`src/rtl/obr_pkg.sv`:
```
// Shared types for the one-bit register and its downstream deserializer.
package obr_pkg;

  localparam int OBR_WIDTH_DEF = 8;

  typedef logic [$clog2(OBR_WIDTH_DEF)-1:0] cnt_t;

  typedef enum logic {
    EMPTY = 1'b0,
    FULL  = 1'b1
  } buf_state_t;

endpackage

```
`src/rtl/obr_deserializer_if.sv`:
```
// Serial-in / word-out bundle for obr_deserializer.
// Output handshake: a word transfers on the rising edge where word_valid & word_ready;
// word_out is stable while word_valid=1, and word_valid never depends on word_ready.
interface obr_deserializer_if
  import obr_pkg::*;
#(
  parameter int WIDTH = OBR_WIDTH_DEF
) ();

  localparam int CW = $clog2(WIDTH);

  logic             bit_in;
  logic             bit_valid;
  logic             flush;
  logic [WIDTH-1:0] word_out;
  logic             word_valid;
  logic             word_ready;
  logic [CW-1:0]    bit_count;
  logic             overrun;

  modport slave (
    input  bit_in, bit_valid, flush, word_ready,
    output word_out, word_valid, bit_count, overrun
  );

  modport master (
    output bit_in, bit_valid, flush, word_ready,
    input  word_out, word_valid, bit_count, overrun
  );

endinterface

```
`src/rtl/obr_word_buf.sv`:
```
// Single-entry valid/ready output buffer with a sticky overrun flag for dropped words.
module obr_word_buf
  import obr_pkg::*;
#(
  parameter int WIDTH = OBR_WIDTH_DEF
) (
  input  logic             clk,
  input  logic             reset,
  input  logic             i_load,
  input  logic [WIDTH-1:0] i_word,
  input  logic             i_ready,
  input  logic             i_flush,
  output logic [WIDTH-1:0] o_word,
  output logic             o_valid,
  output logic             o_overrun,
  output buf_state_t       o_state
);

  buf_state_t       r_state;
  buf_state_t       w_state_next;
  logic [WIDTH-1:0] r_word;
  logic             r_overrun;
  logic             w_load_word;
  logic             w_drop;

  always_ff @(posedge clk or posedge reset) begin
    if (reset) r_state <= EMPTY;
    else       r_state <= w_state_next;
  end

  // A completion while full is only absorbed if the old word leaves on the same edge.
  always_comb begin
    w_state_next = r_state;
    w_load_word  = 1'b0;
    w_drop       = 1'b0;
    case (r_state)
      EMPTY: begin
        if (i_load) begin
          w_state_next = FULL;
          w_load_word  = 1'b1;
        end
      end
      FULL: begin
        if (i_load && i_ready) begin
          w_load_word = 1'b1;
        end else if (i_load) begin
          w_drop = 1'b1;
        end else if (i_ready) begin
          w_state_next = EMPTY;
        end
      end
      default: w_state_next = EMPTY;
    endcase
  end

  always_ff @(posedge clk or posedge reset) begin
    if (reset)            r_word <= '0;
    else if (w_load_word) r_word <= i_word;
  end

  always_ff @(posedge clk or posedge reset) begin
    if (reset)        r_overrun <= 1'b0;
    else if (i_flush) r_overrun <= 1'b0;
    else if (w_drop)  r_overrun <= 1'b1;
  end

  assign o_word    = r_word;
  assign o_valid   = (r_state == FULL);
  assign o_overrun = r_overrun;
  assign o_state   = r_state;

endmodule

```
`src/rtl/obr_deserializer.sv`:
```
// Assembles WIDTH-bit words from a qualified serial bit stream and hands them to
// a single-entry output buffer.
module obr_deserializer
  import obr_pkg::*;
#(
  parameter int WIDTH     = OBR_WIDTH_DEF,
  parameter bit MSB_FIRST = 1'b1
) (
  input  logic                clk,
  input  logic                reset,
  obr_deserializer_if.slave   bus,
  output buf_state_t          o_buf_state
);

  localparam int            CW       = $clog2(WIDTH);
  localparam logic [CW-1:0] CNT_LAST = CW'(WIDTH - 1);

  logic [WIDTH-1:0] r_shift;
  logic [WIDTH-1:0] w_shift_next;
  logic [CW-1:0]    r_count;
  logic             w_accept;
  logic             w_complete;

  generate
    if (MSB_FIRST) begin : g_msb
      assign w_shift_next = {r_shift[WIDTH-2:0], bus.bit_in};
    end else begin : g_lsb
      assign w_shift_next = {bus.bit_in, r_shift[WIDTH-1:1]};
    end
  endgenerate

  // flush swallows a coincident bit, so it can never complete a word.
  assign w_accept   = bus.bit_valid & ~bus.flush;
  assign w_complete = w_accept & (r_count == CNT_LAST);

  always_ff @(posedge clk or posedge reset) begin
    if (reset) begin
      r_shift <= '0;
      r_count <= '0;
    end else if (bus.flush) begin
      r_shift <= '0;
      r_count <= '0;
    end else if (w_accept) begin
      r_shift <= w_shift_next;
      r_count <= w_complete ? '0 : r_count + 1'b1;
    end
  end

  obr_word_buf #(
    .WIDTH (WIDTH)
  ) u_word_buf (
    .clk       (clk),
    .reset     (reset),
    .i_load    (w_complete),
    .i_word    (w_shift_next),
    .i_ready   (bus.word_ready),
    .i_flush   (bus.flush),
    .o_word    (bus.word_out),
    .o_valid   (bus.word_valid),
    .o_overrun (bus.overrun),
    .o_state   (o_buf_state)
  );

  assign bus.bit_count = r_count;

endmodule

```
`src/flat_wrapper.sv`:
```
// flat-port wrapper written by rule: the top's interface ports become plain ports
module obr_deserializer_flat import obr_pkg::*;
#(
  parameter int WIDTH     = OBR_WIDTH_DEF,
  parameter bit MSB_FIRST = 1'b1
)
  (clk, reset, o_buf_state, bus_bit_in, bus_bit_valid, bus_flush, bus_word_ready, bus_word_out, bus_word_valid, bus_bit_count, bus_overrun);
  obr_deserializer_if #(.WIDTH(WIDTH)) bus_i ();
  input  logic clk;
  input  logic reset;
  output buf_state_t o_buf_state;
  input wire logic [$bits(bus_i.bit_in)-1:0] bus_bit_in;
  input wire logic [$bits(bus_i.bit_valid)-1:0] bus_bit_valid;
  input wire logic [$bits(bus_i.flush)-1:0] bus_flush;
  input wire logic [$bits(bus_i.word_ready)-1:0] bus_word_ready;
  output wire logic [$bits(bus_i.word_out)-1:0] bus_word_out;
  output wire logic [$bits(bus_i.word_valid)-1:0] bus_word_valid;
  output wire logic [$bits(bus_i.bit_count)-1:0] bus_bit_count;
  output wire logic [$bits(bus_i.overrun)-1:0] bus_overrun;
  assign bus_i.bit_in = bus_bit_in;
  assign bus_i.bit_valid = bus_bit_valid;
  assign bus_i.flush = bus_flush;
  assign bus_i.word_ready = bus_word_ready;
  assign bus_word_out = bus_i.word_out;
  assign bus_word_valid = bus_i.word_valid;
  assign bus_bit_count = bus_i.bit_count;
  assign bus_overrun = bus_i.overrun;
  obr_deserializer #(.WIDTH(WIDTH), .MSB_FIRST(MSB_FIRST)) u_core (.clk(clk), .reset(reset), .bus(bus_i), .o_buf_state(o_buf_state));
endmodule
```
`config.mk`:
```
export PLATFORM = sky130hd
export DESIGN_NAME = obr_deserializer_flat
export DESIGN_NICKNAME = d
export VERILOG_FILES = /design/src/rtl/obr_pkg.sv /design/src/rtl/obr_deserializer_if.sv /design/src/rtl/obr_word_buf.sv /design/src/rtl/obr_deserializer.sv /design/src/flat_wrapper.sv
export SDC_FILE = /design/constraint.sdc
export NUM_CORES = 1
export LEC_CHECK = 0
export BUFFER_PORTS_ARGS = -buffer_cell sky130_fd_sc_hd__buf_4
export CAP_MARGIN = 20
export CORE_MARGIN = 2
export CORE_UTILIZATION = 40
export DETAILED_ROUTE_END_ITERATION = 7
export PLACE_DENSITY = 0.74
export SLEW_MARGIN = 15
export SYNTH_ARGS = -nofsm -noshare
export SYNTH_HDL_FRONTEND = slang
export SYNTH_HIERARCHICAL = 1
export SYNTH_SLANG_ARGS = --single-unit
```
`constraint.sdc`:
```
create_clock -name clk -period 3.11 [get_ports clk]
set_input_delay 0.1555 -clock clk [delete_from_list [all_inputs] [get_ports clk]]
set_output_delay 0.1555 -clock clk [all_outputs]
set_load 0.01 [all_outputs]
```
# Word level (Yosys, flattened, before mapping)
# Cells that the tools add are included.
[word_totals]
reg_bits = 20
in_bits = 6
output_inout_bits = 14
wordCells = 30
[op_classes]
add_sub_neg = 1
eq_ne = 1
muxes = 16
bitwise = 4
reduce_logical = 3
[ops]
columns = ["cell", "count"]
rows = [
  ["2-to-1 mux 7 bit", 2],
  ["2-to-1 mux 1 bit", 9],
  ["2-to-1 mux 3 bit", 3],
  ["one-hot mux 1 bit (2 select lines)", 2],
  ["nonzero test 2 bit", 2],
  ["adder 3 x 1 -> 3 bit, second input constant", 1],
  ["== test 3 bit, second input constant", 1],
  ["AND 1 bit", 2],
  ["inverter 1 bit", 2],
  ["logical AND 1 bit", 1],
]

# Longest topological paths before layout
# Gate-level depths: netlist (run 1).
[depth]
ltp_word = 8
ltp_mapped = 6
ltp_nobuf = 6

# Cells and area by module
# Netlist (run 1), hierarchy kept.
[by_module_without_submodules]
columns = ["module", "n_inst", "cells_each", "area_each_um2", "seq_area_each_um2"]
rows = [
  ["obr_deserializer", 1, 39, 446.7, 250.2],
  ["obr_word_buf", 1, 26, 427.9, 250.2],
]

# Worst setup path before layout (run 1)
# No wires, ideal clock.
[synth_timing]
kind = "register to register"
start = "register u_core.r_count[0], in the netlist u_core/bus.bit_count[0]"
end = "register u_core.u_word_buf.r_word[0], in the netlist u_core/u_word_buf/o_word[0]"
setup_ns = 0.125
arrival_ns = 1.427
required_ns = 2.985
setup_slack_ns = 1.558
path_stages_with_launch = 7
path_buffers = 0
synth_period_minus_slack_ns = 1.552
path_cell_list = "dfrtp_1 ha_1 ha_1 nand2_1 nor2_1 nand2_4 mux2_4"
[synth_between]
elab_chain_cells = 5
word_cells_on_any_way = 6
[synth_rtl]
columns = ["item", "line", "text"]
rows = [
  ["start: declaration", "obr_deserializer.sv:20", "logic [CW-1:0] r_count;"],
  ["start signal: assignment", "obr_deserializer.sv:45", "r_count <= w_complete ? '0 : r_count + 1'b1;"],
  ["== test 3 bit (*)", "obr_deserializer.sv:34", "assign w_complete = w_accept & (r_count == CNT_LAST);"],
  ["AND 1 bit (*)", "obr_deserializer.sv:34", ""],
  ["via u_core.w_complete", "obr_deserializer.sv:22", "logic w_complete;"],
  ["logical AND 1 bit", "obr_word_buf.sv:44", "if (i_load && i_ready) begin"],
  ["2-to-1 mux 1 bit", "obr_word_buf.sv:44", ""],
  ["one-hot mux 1 bit (2 select lines) (*)", "obr_word_buf.sv:36", "case (r_state)"],
  ["end signal: assignment", "obr_word_buf.sv:58", "else if (w_load_word) r_word <= i_word;"],
  ["end: declaration", "obr_word_buf.sv:21", "logic [WIDTH-1:0] r_word;"],
]
# Mark *: on every way through the listed nets, which the timed path passes. The rest lies on a longest branch.
# A chain may end at the register's enable or synchronous reset.

# Worst setup path after layout (run 1)
[layout_timing]
start = "register u_core.r_count[0], in the netlist u_core/bus.bit_count[0]"
end = "register u_core.u_word_buf.r_word[4], in the netlist u_core/u_word_buf/o_word[4]"
# The elaborated chain is that of the path after synthesis.

==> reports/qor.txt, run 1 <==
Post-Synth Simple-Gate Area: 11.7%
WP data arrival: 1.86 ns
routability cong.: 0.656
post-layout instance area: 1090 sq um
via count: 537
DP HPWL: 1.09 mm
status: finished clean
nets: 95
DR WL/cell: 12.5 microns
Compound-Gate Fraction of Synth Area: 1.86%
Routed Antenna Nets: 0
n_diodes: 0
cell count after synthesis: 65
fin. max-slew vios: 0
area occupied by multi-input gates: 344 sq um
register area: 500 sq um
row cnt: 16
GRT Util Overall: 12.8%
Synth Area per Inst: 13.5 sq um
type of origin of the critical path: flip-flop
number of library cell types mapped by synthesis: 17
Reg2Reg Setup Slack: 1.44 ns
DR iter-0 viols: 7
commonest non-fill, non-tap cells in the layout: dfrtp_1, buf_4, nor2_1, mux2i_1, mux2_4
Critical Path Start: u_core/bus.bit_count[0]
I/O pins: 20
clock buffer depth: 2
Slew HR: 75.0%
area grow syn2layout: 25.2%
Layout Skew: 0.00104 ns
worst endpoint required time: 3.29 ns
DRC Markers: 0
vias per cell: 4.75
Synth warnings: 6
Routed WL: 1.41 mm
Peak VDD IR: 190 uV
Core Footprint: 2020 sq um
CTS tree: done
syn_nets: 73
reg2reg end: u_core/u_word_buf/o_word[4]
largest net degree at the start of global routing: 14
mux contribution to synthesized area: 22.9%
placed cell areas: 1030 sq um
max-cap viol count: 0
min Tclk post-route: 1.67 ns
Tot Pwr: 503 uW
main combinational cell family by area after synthesis: multiplexers
first-pass GRT wire length: 2.40 mm
Hold/Removal Path Class: in -> reg
launching point of the worst reg2reg path: u_core/bus.bit_count[0]
critical path's top delay family: simple AND/OR/NAND/NOR gates
Die H: 50.8 microns
power density cells: 459 nW/um^2
top-area cell type share of the netlist area: 57.2%
clock sink count: 20
crit-path cells: ha_1, ha_1, nand2_1, nor2_1, nand2_4, mux2_4
post-synthesis register bit count: 20
static leakage: 0.614 nW
Seq/Total Area, Yosys: 57.2%
Root Buffer: clkbuf_4
Worst Setup EP: u_core/u_word_buf/o_word[4]
Synth area leaders: dfrtp_1, mux2_4, mux2i_1
First-pass DRT Iterations: 2
H-tree depth: 1
share of post-route cells with drive strength above 1: 38.4%
TNS Setup: 0 ns
crit-path max cell delay: 0.40 ns
area share of fa/ha/maj cells after synthesis: 2.86%
Clock Latency Late Sink: 0.29 ns
post-CTS setup buffers: 0
CP Buf/Inv Count: 0
Worst-Margin Slew: 0.374 ns
grt total ovfl: 0
RSZ-0062 raised after global routing: false
die area: 2580 sq um
CTS clk-pin slew, worst paths: 0.11 ns
commonest non-fill, non-tap cell in the layout: dfrtp_1
fin crit share: 53.8%
final core utilization: 54.1%
port bufs: 19
Worst R2R Path Depth: 6
effective utilization at floorplan: 43.3%
Die X-Extent: 50.8 microns
Hold Violations, Final: 0
Filler cells: 162
initial antenna violation count: 0
Worst path most repeated cell: ha_1
post-synth top area cell: dfrtp_1
Mapped Area: 875 sq um
xor and xnor area share after synthesis: 0%
Max Freq: 0.597 GHz
Num CTS Buffers: 3
crit end category: flip-flop
CTS resizes: 0
CP max-delay cell: dfrtp_1
Setup CP Type: reg -> reg
vias in the first global route: 535
stages on the worst setup path: 6
crit path max fanout: 8
Setup Viol. Count Final: 0
## final cells by class
cell class / count / area share (%)
well taps: 27 / 3.09
repair buffers: 20 / 13.9
flip-flops and latches: 20 / 45.7
clock inverters: 1 / 2.74
multi-input cells: 39 / 31.4
clock buffers: 3 / 2.06
inverters: 3 / 1.03
## what timing repair did
item | in CTS | in global routing
endpoints found under the setup margin | 0 | 0
endpoints found under the hold margin | 20 | 0
hold buffers | 1 | 0
## how the worst min path moves through the flow
stage | to | startpoint | cells past startpoint | slack, ns
2_1_floorplan | u_core/bus.bit_count[0] | reset | 1 | -0.004
3_3_place_gp | u_core/u_word_buf/o_overrun | reset | 2 | 0.15
3_5_place_dp | u_core/u_word_buf/o_overrun | reset | 2 | 0.15
4_1_cts | u_core/u_word_buf/o_word[0] | bus_bit_in | 2 | 0.09
5_1_grt | u_core/u_word_buf/o_word[0] | bus_bit_in | 2 | 0.09
6_report | u_core/u_word_buf/o_word[0] | bus_bit_in | 2 | 0.10
## synthesized netlist by cell type
library cell / count
nand2b_1: 2
buf_4: 2
clkbuf_1: 1
dfrtp_1: 20
nand3b_1: 1
or2b_1: 1
nand2_1: 1
a21oi_1: 2
mux2_4: 8
nand2b_4: 1
a31oi_1: 1
or3b_1: 1
ha_1: 2
mux2i_1: 8
inv_1: 3
nand2_4: 1
nor2_1: 10
## power breakdown
| group | switching [mW] | internal, mW |
|---|---|---|
| combinational | 0.0166 | 0.0145 |
| clock | 0.0749 | 0.130 |
| sequential | 0.00320 | 0.264 |
## per-stage QoR
stage                     instances  hold slack (ns)  setup WS, ns
after floorplan                  65         -0.00432          1.56
after global placement          108            0.149          1.56
after detailed placement        108            0.153          1.49
after CTS                       113           0.0920          1.43
after global routing            113           0.0876          1.34
final                           113            0.102          1.44
## layer usage
layer,up-vias,track usage [%],wire (microns)
met1,267,15.0,618
met5,-,0,0
li1,259,-,-
met2,9,21.9,732
met4,0,6.76,27
met3,2,2.68,35
## kinds of logic after synthesis
family | Yosys count
fa+ha+maj | 2
mux | 16
flops | 20
buf+inv | 6
compound gates | 3
simple gates | 18
## state kept, by name, indices dropped and copies added, names as in the netlist
signal / cells
u_core/bus.bit_count: 3
u_core/r_shift: 7
u_core/u_word_buf/o_overrun: 1
u_core/u_word_buf/o_state: 1
u_core/u_word_buf/o_word: 8
(Power assumes the default switching activity.)
==> run 2, diff against run 1 <==
Settings changed: ABC_AREA from default to 1, PLACE_DENSITY 0.74 to 0.77.
Clock period 3.11 ns to 1.45 ns, I/O delays scaled along.
==> run 2 against run 1 <==
Net effect:
- combinational power rose to 2.7 times the previous value
- setup slack worse by 1.4 ns
- design area up 6.1%
- die area down 1.5%
- area after synthesis down 1.6%
- largest power group unchanged
- clock-buffer cell count up 1
- clock skew up 0.0047 ns
- fmax up 20%
==> reports/qor.txt, run 2 <==
Seq pwr share: 58.4% (+5.4 points)
via count: 694 (+29%)
H-tree depth: 1 (unchanged)
static leakage: 0.670 nW (+9.1%)
clock sink count: 20 (unchanged)
Filler cells: 177 (+9.3%)
post-synthesis register bit count: 20 (unchanged)
Synth warnings: 6 (unchanged)
Layout Skew: 0.00578 ns (+0.00474 ns)
WP data arrival: 1.60 ns (-0.26 ns)
Slew HR: 74.5% (-0.51 points)
Hold Violations, Final: 0 (unchanged)
Setup Viol. Count Final: 0 (unchanged)
Root Buffer: clkbuf_4
first-pass GRT wire length: 2.67 mm (+11%)
Max Freq: 0.716 GHz (+20%)
grt total ovfl: 0 (unchanged)
Synth area leaders: dfrtp_1, nand2_1, nand3_1
cell count after synthesis: 95 (+46%)
status: finished clean
critical path's top delay family: simple AND/OR/NAND/NOR gates
crit-path cells: ha_1, ha_1, nor3b_4, buf_12, nand2_4, nand2_1, nand2_1
Routed WL: 1.58 mm (+11%)
Critical Path Start: u_core/bus.bit_count[1]
RSZ-0062 raised after global routing: true
Sw Ratio: 22.7% (+3.8 points)
area grow syn2layout: 34.9%
fin crit share: 96.3% (+42 points)
top-area cell type share of the netlist area: 58.1% (+0.91 points)
DP HPWL: 1.12 mm (+2.3%)
Routed Antenna Nets: 0 (unchanged)
Worst R2R Path Depth: 7 (+1)
effective utilization at floorplan: 43.0% (-0.25 points)
area occupied by multi-input gates: 327 sq um (-5.1%)
placed cell areas: 1050 sq um (+2.1%)
crit end category: flip-flop
GRT Util Overall: 13.9% (+1.1 points)
vias in the first global route: 608 (+14%)
async set-reset flop share out of synthesis: 100% (unchanged)
post-synth top area cell: dfrtp_1
row cnt: 16 (unchanged)
Reg2Reg Setup Slack: 0.05 ns (-1.38 ns)
stages on the worst setup path: 7 (+1)
TNS Setup: 0 ns (unchanged)
number of flip-flops in the largest register: 8 (unchanged)
register area: 500 sq um (unchanged)
DR iter-0 viols: 13 (+6)
Non-Filler Instances: 153 (+35%)
I/O pins: 20 (unchanged)
Tot Pwr: 978 uW (+95%)
Peak VDD IR: 465 uV (+150%)
worst endpoint required time: 1.65 ns (-1.64 ns)
Clock Latency Late Sink: 0.30 ns (about the same)
power density cells: 843 nW/um^2 (+83%)
Synth top cells by count: nand2_1, dfrtp_1, nand3_1, inv_1
Seq/Total Area, Yosys: 58.1% (+0.91 points)
commonest non-fill, non-tap cells in the layout: nand2_1, buf_4, dfrtp_1, nand3_1, inv_1
vias per cell: 4.54 (-4.6%)
most common cell in the netlist: nand2_1
EDFF count, synth: 0 (unchanged)
commonest non-fill, non-tap cell in the layout: nand2_1
Setup CP Type: reg -> reg
n_diodes: 0 (unchanged)
cell internal pwr: 756 uW (+85%)
most used flip-flop cell after synthesis: dfrtp_1
P_sw: 222 uW (+130%)
dpl cells: 143 (+32%)
Worst-Margin Slew: 0.382 ns (+0.00765 ns)
number of library cell types mapped by synthesis: 15 (-2)
fin. max-slew vios: 0 (unchanged)
type of origin of the critical path: flip-flop
initial antenna violation count: 0 (unchanged)
syn_nets: 103 (+41%)
die area: 2540 sq um (-1.5%)
nets: 135 (+42%)
Comb pwr share: 8.4% (+2.2 points)
routability cong.: 0.782 (+19%)
Core Footprint: 2000 sq um (-0.99%)
CP Buf/Inv Count: 1 (+1)
max-cap viol count: 0 (unchanged)
DR WL/cell: 10.3 microns (-18%)
share of post-route cells with drive strength above 1: 30.2% (-8.2 points)
First-pass DRT Iterations: 4 (+2)
Mapped Area: 861 sq um (-1.6%)
min Tclk post-route: 1.40 ns (-0.278 ns)
Num CTS Buffers: 3 (unchanged)
CTS tree: done
DRC Markers: 0 (unchanged)
crit path max fanout: 9 (+1)
CP max-delay cell: dfrtp_1
clock buffer depth: 2 (unchanged)
CTS clk-pin slew, worst paths: 0.11 ns (about the same)
hold_ws: 0.0340 ns (-0.0682 ns)
largest net degree at the start of global routing: 12 (-2)
Die X-Extent: 50.4 microns (-0.73%)
clock power share: 33.2% (-7.6 points)
launching point of the worst reg2reg path: u_core/bus.bit_count[1]
post-layout instance area: 1160 sq um (+6.1%)
port bufs: 19 (unchanged)
reg2reg end: u_core/u_word_buf/o_word[5]
Worst Setup EP: u_core/u_word_buf/o_word[5]
Synth Area per Inst: 9.06 sq um (-33%)
crit-path max cell delay: 0.38 ns (-0.02 ns)
Hold/Removal Path Class: in -> reg
Die H: 50.4 microns (-0.73%)
run 2: changes by cell type in the layout (fill, tap and decap cells not counted), sizes merged, moves of 2 or more:
cell | before | now
buf | 19 | 26
dlygate4sd3 | 1 | 3
inv | 3 | 7
mux2 | 8 | 0
mux2i | 8 | 0
nand2 | 2 | 49
nand2b | 3 | 0
nand3 | 0 | 9
nor2 | 10 | 4
run 2: power by group through the flow:
stage | logic, mW | registers, mW | clock network [mW]
3_3_place_gp | 0.0718 | 0.582 | 0
6_report | 0.0826 | 0.571 | 0.325
3_5_place_dp | 0.0732 | 0.582 | 0
2_1_floorplan | 0.0308 | 0.585 | 0
4_1_cts | 0.0812 | 0.571 | 0.339
5_1_grt | 0.0921 | 0.573 | 0.361
run 2: worst register-to-register path, cell delays in order (launching register included):
cell	delay, ns
dfrtp_1	0.38
ha_1	0.15
ha_1	0.16
nor3b_4	0.25
buf_12	0.16
nand2_4	0.08
nand2_1	0.08
nand2_1	0.05
run 2: how the worst min path moves through the flow:
stage,from,end,cells past startpoint
3_5_place_dp,reset,u_core/u_word_buf/o_overrun,2
6_report,bus_word_ready,u_core/u_word_buf/o_overrun,4
5_1_grt,bus_word_ready,u_core/u_word_buf/o_overrun,4
3_3_place_gp,reset,u_core/u_word_buf/o_overrun,2
4_1_cts,bus_word_ready,u_core/u_word_buf/o_overrun,4
2_1_floorplan,reset,u_core/bus.bit_count[0],1
run 2: final cells by class:
class / instances / area share (%)
Clock buffer: 4 / 3.13
Inverter: 7 / 2.26
Multi-Input combinational cell: 66 / 28.1
Sequential cell: 20 / 43.1
Tap cell: 27 / 2.91
Timing Repair Buffer: 29 / 20.5
run 2: through the flow:
| step | setup WS [ns] | util, % |
|---|---|---|
| floorplan | 0.0244 | - |
| global placement | -0.148 | 52.6 |
| detailed placement | -0.206 | 52.6 |
| CTS | 0.0856 | 57.6 |
| global route | -0.0682 | 58.0 |
| finish | 0.0543 | 58.0 |
run 2: cells by family after synthesis:
family	Yosys count	share of synthesized area [%]
AOI/OAI and AO/OA	1	1.02
adders and majority gates	2	2.91
buffers and inverters	9	5.23
DFF	20	58.1
and+or+nand+nor	63	32.7
run 2: metal layers:
| metal | vias up | share of wire [%] | GRT usage [%] |
|---|---|---|---|
| met5 | - | 0 | 0 |
| met4 | 0 | 1.8 | 5.41 |
| met3 | 2 | 5.6 | 2.68 |
| met2 | 23 | 45 | 22.4 |
| met1 | 316 | 47 | 18.6 |
| li1 | 353 | - | - |
run 2: repair_timing:
action                     in CTS  in global routing
gates resized for setup         1                  0
setup buffers                   2                  1
hold buffers                    3                  0
setup endpoints to repair      10                  8
hold endpoints to repair       22                  0
==> run 3, diff against run 2 <==
Settings changed: CELL_PAD_IN_SITES_DETAIL_PLACEMENT from default to 1, CELL_PAD_IN_SITES_GLOBAL_PLACEMENT from default to 1, CORE_UTILIZATION 40 to 34, PLACE_DENSITY 0.77 to default, PLACE_DENSITY_LB_ADDON from default to 0.08.
==> run 3 against run 2 <==
Net effect:
- largest power group unchanged
- via count increased by 5.9%
- largest cell class unchanged
- sequential cell count unchanged
- core utilization decreased by 8.3 points
- power decreased by 5.8%
- global-route usage increased by 1.3 points
- critical endpoint is now u_core/u_word_buf/o_word[3]
- the flow now finishes with violations (setup timing)
- register-to-register slack got worse by 0.06 ns
- sequential share of layout area decreased by 1.7 points
- worst hold slack about the same
==> reports/qor.txt, run 3 (synthesis results as in run 2) <==
CTS tree: done
clock buffer depth: 2 (unchanged)
worst setup margin: -0.0104 ns (-0.0647 ns)
DP HPWL: 1.39 mm (+24%)
largest net degree at the start of global routing: 12 (unchanged)
Num CTS Buffers: 3 (unchanged)
vias in the first global route: 677 (+11%)
DR WL/cell: 13.2 microns (+28%)
max-cap viol count: 0 (unchanged)
Hold/Removal Path Class: in -> reg
Routed Antenna Nets: 0 (unchanged)
die area: 2950 sq um (+16%)
area occupied by multi-input gates: 344 sq um (+5.4%)
Worst-Margin Slew: 0.404 ns (+0.0224 ns)
crit end category: flip-flop
vias per cell: 4.65 (+2.6%)
cell internal pwr: 703 uW (-7.0%)
crit path max fanout: 5 (-4)
area grow syn2layout: 40.4%
clock power share: 28.2% (-5.0 points)
I/O pins: 20 (unchanged)
Routed WL: 2.09 mm (+32%)
Root Buffer: clkbuf_4
Comb pwr share: 9.7% (+1.3 points)
dpl ws: -0.271 ns (-0.0653 ns)
grt total ovfl: 0 (unchanged)
Tot Pwr: 922 uW (-5.8%)
worst endpoint required time: 1.69 ns (+0.04 ns)
static leakage: 0.679 nW (+1.3%)
Seq pwr share: 62.1% (+3.7 points)
Layout Skew: 0.00485 ns (-0.000929 ns)
Filler cells: 304 (+72%)
clock sink count: 20 (unchanged)
fin crit share: 101% (+4.5 points)
GRT Util Overall: 15.2% (+1.3 points)
n_diodes: 0 (unchanged)
H-tree depth: 1 (unchanged)
Core Footprint: 2430 sq um (+21%)
nets: 138 (+2.2%)
DR iter-0 viols: 7 (-6)
commonest non-fill, non-tap cells in the layout: nand2_1, buf_4, dfrtp_1, nand3_1, inv_1
first-pass GRT wire length: 3.11 mm (+16%)
Slew HR: 73.0% (-1.5 points)
Setup CP Type: reg -> reg
type of origin of the critical path: flip-flop
P_sw: 218 uW (-1.6%)
status: finished, violations left
Die X-Extent: 54.3 microns (+7.8%)
initial antenna violation count: 0 (unchanged)
min Tclk post-route: 1.46 ns (+0.0647 ns)
effective utilization at floorplan: 35.4% (-7.6 points)
port bufs: 19 (unchanged)
row cnt: 18 (+2)
Max Freq: 0.685 GHz (-4.4%)
failing checks: setup timing
number of flip-flops in the largest register: 8 (unchanged)
First-pass DRT Iterations: 4 (unchanged)
Die H: 54.3 microns (+7.8%)
Clock Latency Late Sink: 0.29 ns (about the same)
Setup Viol. Count Final: 2 (+2)
commonest non-fill, non-tap cell in the layout: nand2_1
DRC Markers: 0 (unchanged)
share of post-route cells with drive strength above 1: 33.6% (+3.4 points)
Peak VDD IR: 499 uV (+7.4%)
register area: 500 sq um (unchanged)
RSZ-0062 raised after global routing: true
WP data arrival: 1.70 ns (+0.10 ns)
power density cells: 763 nW/um^2 (-9.5%)
Hold Violations, Final: 0 (unchanged)
fin. max-slew vios: 0 (unchanged)
routability cong.: 0.660 (-16%)
CTS clk-pin slew, worst paths: 0.11 ns (about the same)
via count: 735 (+5.9%)
Sw Ratio: 23.7% (+1.0 points)
[run 3: area by class of cell]
class | count | share of cell area, %
timing repair buffer | 32 | 23.0
multi-input combinational | 66 | 28.5
tap | 30 | 3.11
clock buffer | 3 | 1.86
sequential | 20 | 41.4
inverter | 7 | 2.17
[run 3: critical path: stages (launching register included)]
cell and delay, ns:
dfrtp_1 0.38, ha_2 0.20, ha_4 0.13, nor3b_4 0.24
buf_4 0.16, clkbuf_16 0.13, nand3_1 0.08, nand2_1 0.08
[run 3: layer usage]
layer	GRT usage [%]	up-vias	wire length [microns]
li1	-	362	-
met1	19.5	359	910
met2	23.5	12	1080
met3	4.92	2	81
met4	6.25	0	15
met5	0	-	0
[run 3: path summary, 6_finish.rpt]
kind,cells after the start,end,start,slack [ns]
setup reg to reg,7,u_core/u_word_buf/o_word[3],u_core/bus.bit_count[0],-0.01
hold reg to reg,2,u_core/u_word_buf/o_word[5],u_core/u_word_buf/o_word[5],0.49
min in group asynchronous,3,u_core/u_word_buf/o_word[4],reset,0.31
setup / recovery,7,u_core/u_word_buf/o_word[3],u_core/bus.bit_count[0],-0.01
hold / removal,4,u_core/u_word_buf/o_overrun,bus_word_ready,0.03
max in group asynchronous,3,u_core/r_shift[6],reset,0.84
[run 3: repair_timing]
action / CTS / global route
hold buffers: 3 / 0
buffers inserted: 1 / 4
hold endpoints to repair: 22 / 0
endpoints found under the setup margin: 10 / 8
gates resized for setup: 1 / 4
cloned: 0 / 1
[run 3: power groups by stage]
stage | clock, mW | combinational (mW) | sequential (mW)
final | 0.260 | 0.0894 | 0.572
after global routing | 0.313 | 0.0999 | 0.573
after CTS | 0.275 | 0.0832 | 0.571
after detailed placement | 0 | 0.0751 | 0.582
after global placement | 0 | 0.0745 | 0.582
after floorplan | 0 | 0.0308 | 0.585
[run 3: metrics by stage]
step	instances	utilization [%]	hold WS, ns	setup TNS [ns]	cell area [sq um]
after floorplan	95	-	-0.0873	0	866
after detailed placement	146	43.5	0.0960	-2.22	1060
after CTS	153	46.7	0.0265	0	1140
after global placement	146	43.5	0.0868	-1.67	1060
final	158	49.7	0.0336	-0.0180	1210
after global routing	158	49.7	0.0189	-0.309	1210
